--- config.mk ---
export PLATFORM = sky130hd
export DESIGN_NAME = conv_encoder_tx_flat
export DESIGN_NICKNAME = d
export VERILOG_FILES = /design/src/rtl/conv_encoder_tx_pkg.sv /design/src/rtl/conv_encoder_tx_if.sv /design/src/rtl/conv_encoder_tx_lfsr16.sv /design/src/rtl/conv_encoder_tx.sv /design/src/flat_wrapper.sv
export SDC_FILE = /design/constraint.sdc
export NUM_CORES = 1
export LEC_CHECK = 0
export ABC_AREA = 1
export BUFFER_PORTS_ARGS = -buffer_cell sky130_fd_sc_hd__buf_4
export CAP_MARGIN = 20
export CORE_UTILIZATION = 50
export CTS_CLUSTER_SIZE = 30
export DETAILED_ROUTE_END_ITERATION = 8
export PLACE_DENSITY = 0.85
export SYNTH_ARGS = -nofsm -noshare
export SYNTH_HDL_FRONTEND = slang
export SYNTH_SLANG_ARGS = --single-unit
--- constraint.sdc ---
create_clock -name clk -period 1.7 [get_ports clk]
set_input_delay 0.085 -clock clk [delete_from_list [all_inputs] [get_ports clk]]
set_output_delay 0.085 -clock clk [all_outputs]
set_load 0.05 [all_outputs]
--- src/rtl/conv_encoder_tx_pkg.sv ---
// Shared definitions for the rate-1/2 convolutional link: default code
// parameters, the transmit FSM state type and the reference symbol function
// used by both ends of the link.
package conv_encoder_tx_pkg;

    localparam int              CONV_DATA_W = 8;
    localparam int              CONV_K      = 3;
    localparam logic [CONV_K-1:0] CONV_G0   = 3'b111;
    localparam logic [CONV_K-1:0] CONV_G1   = 3'b101;

    typedef enum logic [1:0] {
        IDLE  = 2'd0,
        SHIFT = 2'd1,
        TAIL  = 2'd2
    } conv_state_t;

    // Symbol for input bit u with encoder memory sreg = {s1 .. s(K-1)},
    // s1 being the most recent bit. Result is {G0 parity, G1 parity}.
    function automatic logic [1:0] conv_sym(input logic u,
                                            input logic [CONV_K-2:0] sreg);
        logic [CONV_K-1:0] r;
        r = {u, sreg};
        return {^(r & CONV_G0), ^(r & CONV_G1)};
    endfunction

endpackage

--- src/rtl/conv_encoder_tx_if.sv ---
// Byte-in / symbol-out bundle of the convolutional transmitter.
// master: the side that supplies payload words and consumes symbols.
// slave : the encoder itself.
interface conv_encoder_tx_if #(
    parameter int DATA_W = 8
) ();

    logic [DATA_W-1:0] data_i;
    logic              data_valid_i;
    logic              last_i;
    logic              data_ready_o;
    logic [1:0]        sym_o;
    logic              sym_valid_o;
    logic              frame_done_o;
    logic [15:0]       err_cnt_o;

    modport master (
        output data_i, data_valid_i, last_i,
        input  data_ready_o, sym_o, sym_valid_o, frame_done_o, err_cnt_o
    );

    modport slave (
        input  data_i, data_valid_i, last_i,
        output data_ready_o, sym_o, sym_valid_o, frame_done_o, err_cnt_o
    );

endinterface

--- src/rtl/conv_encoder_tx_lfsr16.sv ---
// 16-bit Fibonacci LFSR (x^16 + x^14 + x^13 + x^11 + 1) that advances one
// step per enabled cycle. Only built when CONV_TX_ERR_INJ_EN is defined,
// where it paces the deliberate symbol corruption of the transmitter.
`ifdef CONV_TX_ERR_INJ_EN
module conv_encoder_tx_lfsr16 #(
    parameter logic [15:0] SEED = 16'hACE1
) (
    input  logic        clk,
    input  logic        rst,
    input  logic        step_i,
    output logic [15:0] state_o
);

    logic [15:0] lfsr_q;

    // Advance the sequence on each step request; reseed on reset.
    always_ff @(posedge clk or posedge rst) begin
        if (rst) begin
            lfsr_q <= SEED;
        end else if (step_i) begin
            lfsr_q <= {lfsr_q[14:0], lfsr_q[15] ^ lfsr_q[13] ^ lfsr_q[12] ^ lfsr_q[10]};
        end
    end

    assign state_o = lfsr_q;

endmodule
`endif

--- src/rtl/conv_encoder_tx.sv ---
// Transmit side of the rate-1/2 convolutional link. Accepts payload words over
// valid/ready, serializes them MSB first and emits one 2-bit encoded symbol per
// clock, appending K-1 zero tail bits after the last word of a frame so the
// decoder trellis terminates in state 0.
// Optional feature: define CONV_TX_ERR_INJ_EN to corrupt sym_o[0] at a rate of
// 1/2**ERR_RATE_LOG2 (LFSR paced) and count the injected errors on err_cnt_o.
module conv_encoder_tx
    import conv_encoder_tx_pkg::*;
#(
    parameter int             DATA_W        = CONV_DATA_W,
    parameter int             K             = CONV_K,
    parameter logic [K-1:0]   G0            = CONV_G0,
    parameter logic [K-1:0]   G1            = CONV_G1,
    parameter int             ERR_RATE_LOG2 = 4
) (
    input  logic              clk,
    input  logic              rst,
    conv_encoder_tx_if.slave  bus
);

    localparam int             CNT_W    = $clog2((DATA_W > K) ? DATA_W : K);
    localparam logic [CNT_W-1:0] LAST_BIT = CNT_W'(DATA_W - 1);
    localparam logic [CNT_W-1:0] TAIL_END = CNT_W'(K - 2);

    if (ERR_RATE_LOG2 < 0 || ERR_RATE_LOG2 > 16) begin : g_rate_chk
        $error("ERR_RATE_LOG2 must lie in 0..16");
    end

    function automatic logic [1:0] sym_of(input logic ub, input logic [K-2:0] s);
        logic [K-1:0] r;
        r = {ub, s};
        return {^(r & G0), ^(r & G1)};
    endfunction

    conv_state_t       state_p0, state_n;
    logic [CNT_W-1:0]  cnt_p0, cnt_n;
    logic              last_p0, last_n;
    logic [DATA_W-1:0] data_p0;
    logic [K-2:0]      sreg_p0;

    logic              hs;
    logic              emit;
    logic              u;
    logic [1:0]        sym_n;
    logic              rdy_n;
    logic              done_n;
    logic              inj;

    logic              rdy_p1;
    logic              vld_p1;
    logic              done_p1;
    logic [1:0]        sym_p1;
    logic [15:0]       err_p1;

    assign hs = bus.data_valid_i & rdy_p1;

    // ---- stage p0: frame control and encoder memory ----
    // State, bit/tail counter, latched last flag and encoder shift register.
    always_ff @(posedge clk or posedge rst) begin
        if (rst) begin
            state_p0 <= IDLE;
            cnt_p0   <= '0;
            last_p0  <= 1'b0;
            sreg_p0  <= '0;
        end else begin
            state_p0 <= state_n;
            cnt_p0   <= cnt_n;
            last_p0  <= last_n;
            if (emit) begin
                sreg_p0 <= (K-1)'({u, sreg_p0} >> 1);
            end
        end
    end

    // Payload shifter: holds the not-yet-encoded bits of the current word.
    always_ff @(posedge clk) begin
        if (hs) begin
            data_p0 <= {bus.data_i[DATA_W-2:0], 1'b0};
        end else if (state_p0 == SHIFT) begin
            data_p0 <= {data_p0[DATA_W-2:0], 1'b0};
        end
    end

    // Next-state decode: word sequencing, back-to-back chaining and tail.
    always_comb begin
        state_n = state_p0;
        cnt_n   = cnt_p0;
        last_n  = last_p0;
        case (state_p0)
            IDLE: begin
                if (hs) begin
                    state_n = SHIFT;
                    cnt_n   = '0;
                    last_n  = bus.last_i;
                end
            end
            SHIFT: begin
                if (cnt_p0 == LAST_BIT) begin
                    cnt_n = '0;
                    if (hs) begin
                        state_n = SHIFT;
                        last_n  = bus.last_i;
                    end else if (last_p0) begin
                        state_n = TAIL;
                    end else begin
                        state_n = IDLE;
                    end
                end else begin
                    cnt_n = cnt_p0 + CNT_W'(1);
                end
            end
            TAIL: begin
                if (cnt_p0 == TAIL_END) begin
                    state_n = IDLE;
                    cnt_n   = '0;
                    last_n  = 1'b0;
                end else begin
                    cnt_n = cnt_p0 + CNT_W'(1);
                end
            end
            default: begin
                state_n = IDLE;
                cnt_n   = '0;
                last_n  = 1'b0;
            end
        endcase
    end

    // Output decode: the bit encoded at this edge and the next-cycle flags.
    always_comb begin
        emit   = (state_n != IDLE);
        u      = 1'b0;
        if (hs) begin
            u = bus.data_i[DATA_W-1];
        end else if (state_n == SHIFT) begin
            u = data_p0[DATA_W-1];
        end
        sym_n  = sym_of(u, sreg_p0);
        rdy_n  = (state_n == IDLE) ||
                 ((state_n == SHIFT) && (cnt_n == LAST_BIT) && !last_n);
        done_n = (state_n == TAIL) && (cnt_n == TAIL_END);
    end

`ifdef CONV_TX_ERR_INJ_EN
    localparam logic [15:0] INJ_MASK = 16'((32'd1 << ERR_RATE_LOG2) - 32'd1);

    function automatic logic [15:0] sat_inc16(input logic [15:0] v);
        return (v == 16'hFFFF) ? v : v + 16'd1;
    endfunction

    logic [15:0] lfsr;

    conv_encoder_tx_lfsr16 #(.SEED(16'hACE1)) u_lfsr (
        .clk     (clk),
        .rst     (rst),
        .step_i  (emit),
        .state_o (lfsr)
    );

    assign inj = emit && ((lfsr & INJ_MASK) == 16'd0);

    // Saturating count of corrupted symbols.
    always_ff @(posedge clk or posedge rst) begin
        if (rst) begin
            err_p1 <= '0;
        end else if (inj) begin
            err_p1 <= sat_inc16(err_p1);
        end
    end
`else
    assign inj    = 1'b0;
    assign err_p1 = '0;
`endif

    // ---- stage p1: registered symbol stream and handshake ----
    // Registered outputs; symbol forced to 0 when nothing is emitted.
    always_ff @(posedge clk or posedge rst) begin
        if (rst) begin
            rdy_p1  <= 1'b0;
            vld_p1  <= 1'b0;
            done_p1 <= 1'b0;
            sym_p1  <= 2'b00;
        end else begin
            rdy_p1  <= rdy_n;
            vld_p1  <= emit;
            done_p1 <= done_n;
            sym_p1  <= emit ? (sym_n ^ {1'b0, inj}) : 2'b00;
        end
    end

    assign bus.data_ready_o = rdy_p1;
    assign bus.sym_valid_o  = vld_p1;
    assign bus.frame_done_o = done_p1;
    assign bus.sym_o        = sym_p1;
    assign bus.err_cnt_o    = err_p1;

endmodule

--- src/flat_wrapper.sv ---
// flat-port wrapper written by rule: the top's interface ports become plain ports
module conv_encoder_tx_flat import conv_encoder_tx_pkg::*;
#(
    parameter int             DATA_W        = CONV_DATA_W,
    parameter int             K             = CONV_K,
    parameter logic [K-1:0]   G0            = CONV_G0,
    parameter logic [K-1:0]   G1            = CONV_G1,
    parameter int             ERR_RATE_LOG2 = 4
)
  (clk, rst, bus_data_i, bus_data_valid_i, bus_last_i, bus_data_ready_o, bus_sym_o, bus_sym_valid_o, bus_frame_done_o, bus_err_cnt_o);
  conv_encoder_tx_if #(.DATA_W(DATA_W)) bus_i ();
  input  logic clk;
  input  logic rst;
  input wire logic [$bits(bus_i.data_i)-1:0] bus_data_i;
  input wire logic [$bits(bus_i.data_valid_i)-1:0] bus_data_valid_i;
  input wire logic [$bits(bus_i.last_i)-1:0] bus_last_i;
  output wire logic [$bits(bus_i.data_ready_o)-1:0] bus_data_ready_o;
  output wire logic [$bits(bus_i.sym_o)-1:0] bus_sym_o;
  output wire logic [$bits(bus_i.sym_valid_o)-1:0] bus_sym_valid_o;
  output wire logic [$bits(bus_i.frame_done_o)-1:0] bus_frame_done_o;
  output wire logic [$bits(bus_i.err_cnt_o)-1:0] bus_err_cnt_o;
  assign bus_i.data_i = bus_data_i;
  assign bus_i.data_valid_i = bus_data_valid_i;
  assign bus_i.last_i = bus_last_i;
  assign bus_data_ready_o = bus_i.data_ready_o;
  assign bus_sym_o = bus_i.sym_o;
  assign bus_sym_valid_o = bus_i.sym_valid_o;
  assign bus_frame_done_o = bus_i.frame_done_o;
  assign bus_err_cnt_o = bus_i.err_cnt_o;
  conv_encoder_tx #(.DATA_W(DATA_W), .K(K), .G0(G0), .G1(G1), .ERR_RATE_LOG2(ERR_RATE_LOG2)) u_core (.clk(clk), .rst(rst), .bus(bus_i));
endmodule
Word-level counts from Yosys, hierarchy flattened
Cells that the tools add are included.
{ "totals": {"wordCells": 49, "output_inout_bits": 21, "ff_bits": 20} }
{ "classes": {"mux": 19, "n_eq_ne": 8, "bitwise": 1, "addsub": 1, "n_reduce_logical": 11} }
{ "op_table": {"columns": ["cell", "n"], "rows": [
  ["2-to-1 mux 8 bit", 2],
  ["2-to-1 mux 2 bit", 6],
  ["2-to-1 mux 3 bit", 3],
  ["case mux 3 bit (3 select lines)", 1],
  ["== test 3 x 1 -> 1 bit (second input constant)", 2],
  ["== test 3 bit (second input constant)", 2],
  ["case mux 2 bit (3 select lines)", 1],
  ["parity 3 bit", 2],
  ["2-to-1 mux 1 bit", 5],
  ["== test 2 x 1 -> 1 bit (second input constant)", 2],
  ["== test 2 bit (second input constant)", 2],
  ["zero test 2 bit", 2],
  ["nonzero test 2 bit", 2],
  ["adder 3 x 1 -> 3 bit (second input constant)", 1],
  ["logical AND 1 bit", 3],
  ["case mux 1 bit (3 select lines)", 1],
  ["bitwise AND 1 bit", 1],
  ["zero test 1 bit", 1],
  ["logical OR 1 bit", 1]
]} }

Logic depth before layout (Yosys ltp)
{ "logic_depth": {"ltp_word": 9, "mapped_depth": 10, "mapped_depth_nobuf": 10} }

Least setup slack after synthesis
No wires, ideal clock.
{ "synth_timing": {"path_type": "register to register", "start": "reg u_core.rdy_p1 (netlist: u_core.bus.data_ready_o)", "end": "reg u_core.data_p0[1] (enable)", "arrival_ps": 1370, "setup_slack_ps": -50, "stages_incl_launch_ff": 4, "setup_time_ps": 381, "n_path_buf": 1, "path_cell_list": "dfrtp_1 -> nand2_1 -> buf_4 -> o21ai_0"} }
{ "synth_between": {"elab_chain_len": 2} }
{ "synth_rtl": {"columns": ["element", "line", "rtl"], "rows": [
  ["start: declaration", "conv_encoder_tx.sv:49", "logic rdy_p1;"],
  ["start signal: assignment", "conv_encoder_tx.sv:184", "rdy_p1 <= rdy_n;"],
  ["bitwise AND 1 bit", "conv_encoder_tx.sv:55", "assign hs = bus.data_valid_i & rdy_p1;"],
  ["nonzero test 2 bit (no source line)", null, null],
  ["end signal: assignment", "conv_encoder_tx.sv:78", "data_p0 <= {bus.data_i[DATA_W-2:0], 1'b0};"],
  ["end signal: assignment", "conv_encoder_tx.sv:80", "data_p0 <= {data_p0[DATA_W-2:0], 1'b0};"],
  ["end: declaration", "conv_encoder_tx.sv:38", "logic [DATA_W-1:0] data_p0;"]
]} }
Every way passes these cells.
A chain may end at the register's enable or synchronous reset.

Final worst setup path
{ "layout_timing": {"start": "reg u_core.cnt_p0[0]", "end": "reg u_core.rdy_p1 (netlist: u_core.bus.data_ready_o)"} }
{ "layout_rtl": {"columns": ["element", "line", "rtl"], "rows": [
  ["start: declaration", "conv_encoder_tx.sv:36", "logic [CNT_W-1:0] cnt_p0, cnt_n;"],
  ["start signal: assignment", "conv_encoder_tx.sv:67", "cnt_p0 <= cnt_n;"],
  ["== test 3 x 1 -> 1 bit or == test 3 bit (tied branches)", "conv_encoder_tx.sv:113, conv_encoder_tx.sv:98", null],
  ["2-to-1 mux 1 bit, on equally long branches", "conv_encoder_tx.sv:113, conv_encoder_tx.sv:98", null],
  ["case mux 1 bit (3 select lines) *", "conv_encoder_tx.sv:89", "case (state_p0)"],
  ["net u_core.last_n", "conv_encoder_tx.sv:37", "logic last_p0, last_n;"],
  ["zero test 1 bit *", "conv_encoder_tx.sv:140", "((state_n == SHIFT) && (cnt_n == LAST_BIT) && !last_n);"],
  ["logical AND 1 bit *", "conv_encoder_tx.sv:140", null],
  ["logical OR 1 bit *", "conv_encoder_tx.sv:139", "rdy_n = (state_n == IDLE) ||"],
  ["net u_core.rdy_n", "conv_encoder_tx.sv:45", "logic rdy_n;"]
]} }
The timed path passes the listed nets; every way through them passes the cells marked *.

==> run_results.csv <==
group,metric,value,unit
routing,drtAntennaViolNets,0,
floorplan,die_width,50.04,um
synth,synth-seq-area-share,46.42,%
worst_setup_path,cp_slowest_stage_delay,0.43,ns
pwr,leakagePower,0.0006687,uW
cells_and_area,syn_to_final_growth,12.69,%
cells_and_area,n_fill_cell,185,
worst_setup_path,path_class,"reg2reg",
worst_setup_path,cpMostUsedCell,"nand2_1",
synth,ys_types,25,
clock_tree,tritoncts,"yes",
synth,synthAdderAreaFrac,4.338,%
clock_tree,cts_sinks,20,
place,numPortBuffers,16,
clock_tree,path_clk_slew,0.11,ns
worst_setup_path,cp_max_fo,4,
cells_and_area,n_antenna_cell,0,
sta,skew,0.001881,ns
synth,synth_cells,117,
sta,rsz0062_at_grt,"false",
worst_setup_path,worst_ep_required_time,1.90,ns
synth,synth_xor_area_share,2.278,%
sta,setup_tns,0,ns
floorplan,rows,17,
routing,drt_iter0_drc,24,
floorplan,pin_count,33,
synth,muxShareOfSynthArea,5.857,%
synth,ys_warn_count,0,
worst_setup_path,crit_path_end_kind,"flop",
worst_setup_path,cp_slowest_cell,"dfrtp_1",
floorplan,start_util,52.66,%
sta,fmax,631.3,MHz
sta,setup_violations,0,
sta,hold_viol,0,
grt,grt_util_all_layers,17.50,%
routing,vias,799,
pwr,power.density,1809,nW/um2
sta,slew_violations,0,
floorplan,dieHeight,50.04,um
sta,layout_min_cycle_time,1.584,ns
worst_setup_path,cp.arrival,1.78,ns
routing,route.detailed.drc,1,
place,dp_hpwl,1.364,mm
routing,drt-total-wl,1.800,mm
clock_tree,worstSkewPairLatency,0.30,ns
worst_setup_path,cp_cell_sequence,"ha_1 > ha_1 > inv_1 > nand2_4 > nand2_1 > nand2_1 > nand2_1 > nor2_1 > nand3_1 > nand2_1",
synth,synth_simple_gate_area_share,21.04,%
floorplan,coreArea,2191,um2
cells_and_area,drive_gt1_share,30.43,%
place,pre_cts_ws,0.1556,ns
place,routabilityCongestion,0.8435,
clock_tree,cts_root_buf,"clkbuf_4",
routing,drt-vias-per-instance,4.813,
grt,grt_overflow,0,
status,violations,"DRC",
job,max_cap_viol_count,0,
worst_setup_path,startpoint_type,"flop",
clock_tree,cts.htree.levels,1,
synth,synth_top_family_by_area,"simple AND/OR/NAND/NOR gates",
pwr,peakVddDrop,932.9,uV
status,status,"finished with violations",
worst_setup_path,r2r_setup_slack,0.12,ns
sta,post-route-period-util,93.18,%
routing,drt_first_pass_iters,6,
routing,drt-wirelength-per-cell,10.84,um
clock_tree,clock_path_buffers,2,
grt,grt_max_degree,16,
clock_tree,cts_made_buffers,3,
floorplan,die-area,2504,um2
grt,grt_pass1_vias,787,
synth,synth_seq_cells,20,
sta,setup_ws,0.1159,ns
pwr,power.total,2352,uW
grt,grt_pass1_wl,3.284,mm
synth,syn_area,1154,um2
synth,synth_compound_area_share,3.796,%
synth,syn_avg_cell_area,9.860,um2
cells_and_area,final_nets,155,
grt,antenna_found_initial,0,
hold_path,holdCritPathClass,"in2reg",
==> state kept, by name, indices dropped and copies added (netlist names) <==
| register | count |
|---|---|
| u_core.bus.sym_valid_o | 1 |
| u_core.bus.data_ready_o | 1 |
| u_core.last_p0 | 1 |
| u_core.state_p0 | 2 |
| u_core.bus.sym_o | 2 |
| u_core.cnt_p0 | 3 |
| u_core.bus.frame_done_o | 1 |
| u_core.sreg_p0 | 2 |
| u_core.data_p0 | 7 |
==> cell families after synthesis <==
family	after synthesis
simple gates	46
buf+inv	32
flops	20
mux	6
compound gates	5
fa+ha+maj	4
xor+xnor	3
other cells	1
==> cell usage in the layout (no fill, tap or decap) <==
cell,count
a21oi_1,1
and2_1,1
and3_1,1
buf_4,18
clkbuf_4,3
clkbuf_8,1
conb_1,16
dfrtp_1,12
dfrtp_2,1
dlygate4sd3_1,1
edfxtp_1,7
ha_1,4
inv_1,14
inv_2,1
mux2_2,6
nand2_1,17
nand2_2,1
nand2_4,1
nand3_1,11
nand3_2,2
nand4_2,1
nor2_1,7
nor2_2,2
nor2_4,2
o21ai_0,1
o21ai_2,2
o21ai_4,1
xnor2_1,1
xor2_1,2
==> timing repair <==
action                    CTS  global route
hold buffers                1             0
hold endpoints to repair   13             0
setup buffers               0             0
resized for setup           0             0
==> worst paths after layout <==
| path | from | end | depth (start not counted) |
|---|---|---|---|
| worst max-delay path | u_core.cnt_p0[0]$_DFF_PP0_ | u_core.bus.data_ready_o$_DFF_PP0_ | 10 |
| worst min-delay path | bus_data_i[0] | u_core.data_p0[1]$_SDFFCE_PN0P_ | 3 |
| worst max register to register | u_core.cnt_p0[0]$_DFF_PP0_ | u_core.bus.data_ready_o$_DFF_PP0_ | 10 |
| worst min register to register | u_core.sreg_p0[1]$_DFFE_PP0P_ | u_core.sreg_p0[0]$_DFFE_PP0P_ | 2 |
| max in group asynchronous | rst | u_core.bus.data_ready_o$_DFF_PP0_ | 3 |
| min in group asynchronous | rst | u_core.bus.frame_done_o$_DFF_PP0_ | 3 |
==> metal layers <==
layer	share of wire (%)	GRT usage (%)	vias to the layer above	wire [um]
met5	0	0	-	0
met4	1.7	11.43	0	31
met3	5.9	3.395	4	107
met2	51	28.44	35	915
met1	41	20.74	381	744
li1	-	-	379	-
==> final cells by class <==
class	instances	area (um2)	share of cell area, %
Sequential cell	20	536.8	41.29
Multi-Input combinational cell	80	490.5	37.73
Timing Repair Buffer	19	145.1	11.16
Inverter	15	56.30	4.331
Clock buffer	4	36.28	2.791
Tap cell	28	35.03	2.695
==> through the flow <==
stage          std cells  hold WS (ns)  area, um2  util [%]
5_1_grt              166       0.07972       1300     59.34
4_1_cts              166       0.07260       1300     59.34
3_5_place_dp         161        0.1386       1254     57.22
2_1_floorplan        132      -0.03811       1211         -
6_report             166       0.07470       1300     59.34
3_3_place_gp         161        0.1330       1254     57.22
==> cell usage after synthesis, drive strengths merged <==
library cell | number | area share (%)
and3 | 1 | 0.54
nand3 | 13 | 6.5
nand4 | 1 | 1.1
edfxtp | 7 | 18
ha | 4 | 4.3
mux2 | 6 | 5.9
nor2 | 11 | 5.3
dfrtp | 13 | 28
buf | 17 | 11
xnor2 | 1 | 0.76
inv | 15 | 4.9
conb | 1 | 0.33
and2 | 1 | 0.54
nand2 | 19 | 7.1
xor2 | 2 | 1.5
o21ai | 4 | 3.4
a21oi | 1 | 0.43
==> report_power, final <==
part	internal (uW)	switching, uW
clock network	131	141
logic	435	767
registers	754	124
==> worst max-delay path: cells and delay by family (launching register included) <==
kind          cells  cell delay (ns)
simple gates      7             0.46
fa+ha+maj         2             0.47
flops             1             0.43
buf+inv           1             0.13
No activity file was read; power rests on OpenSTA's default activity.
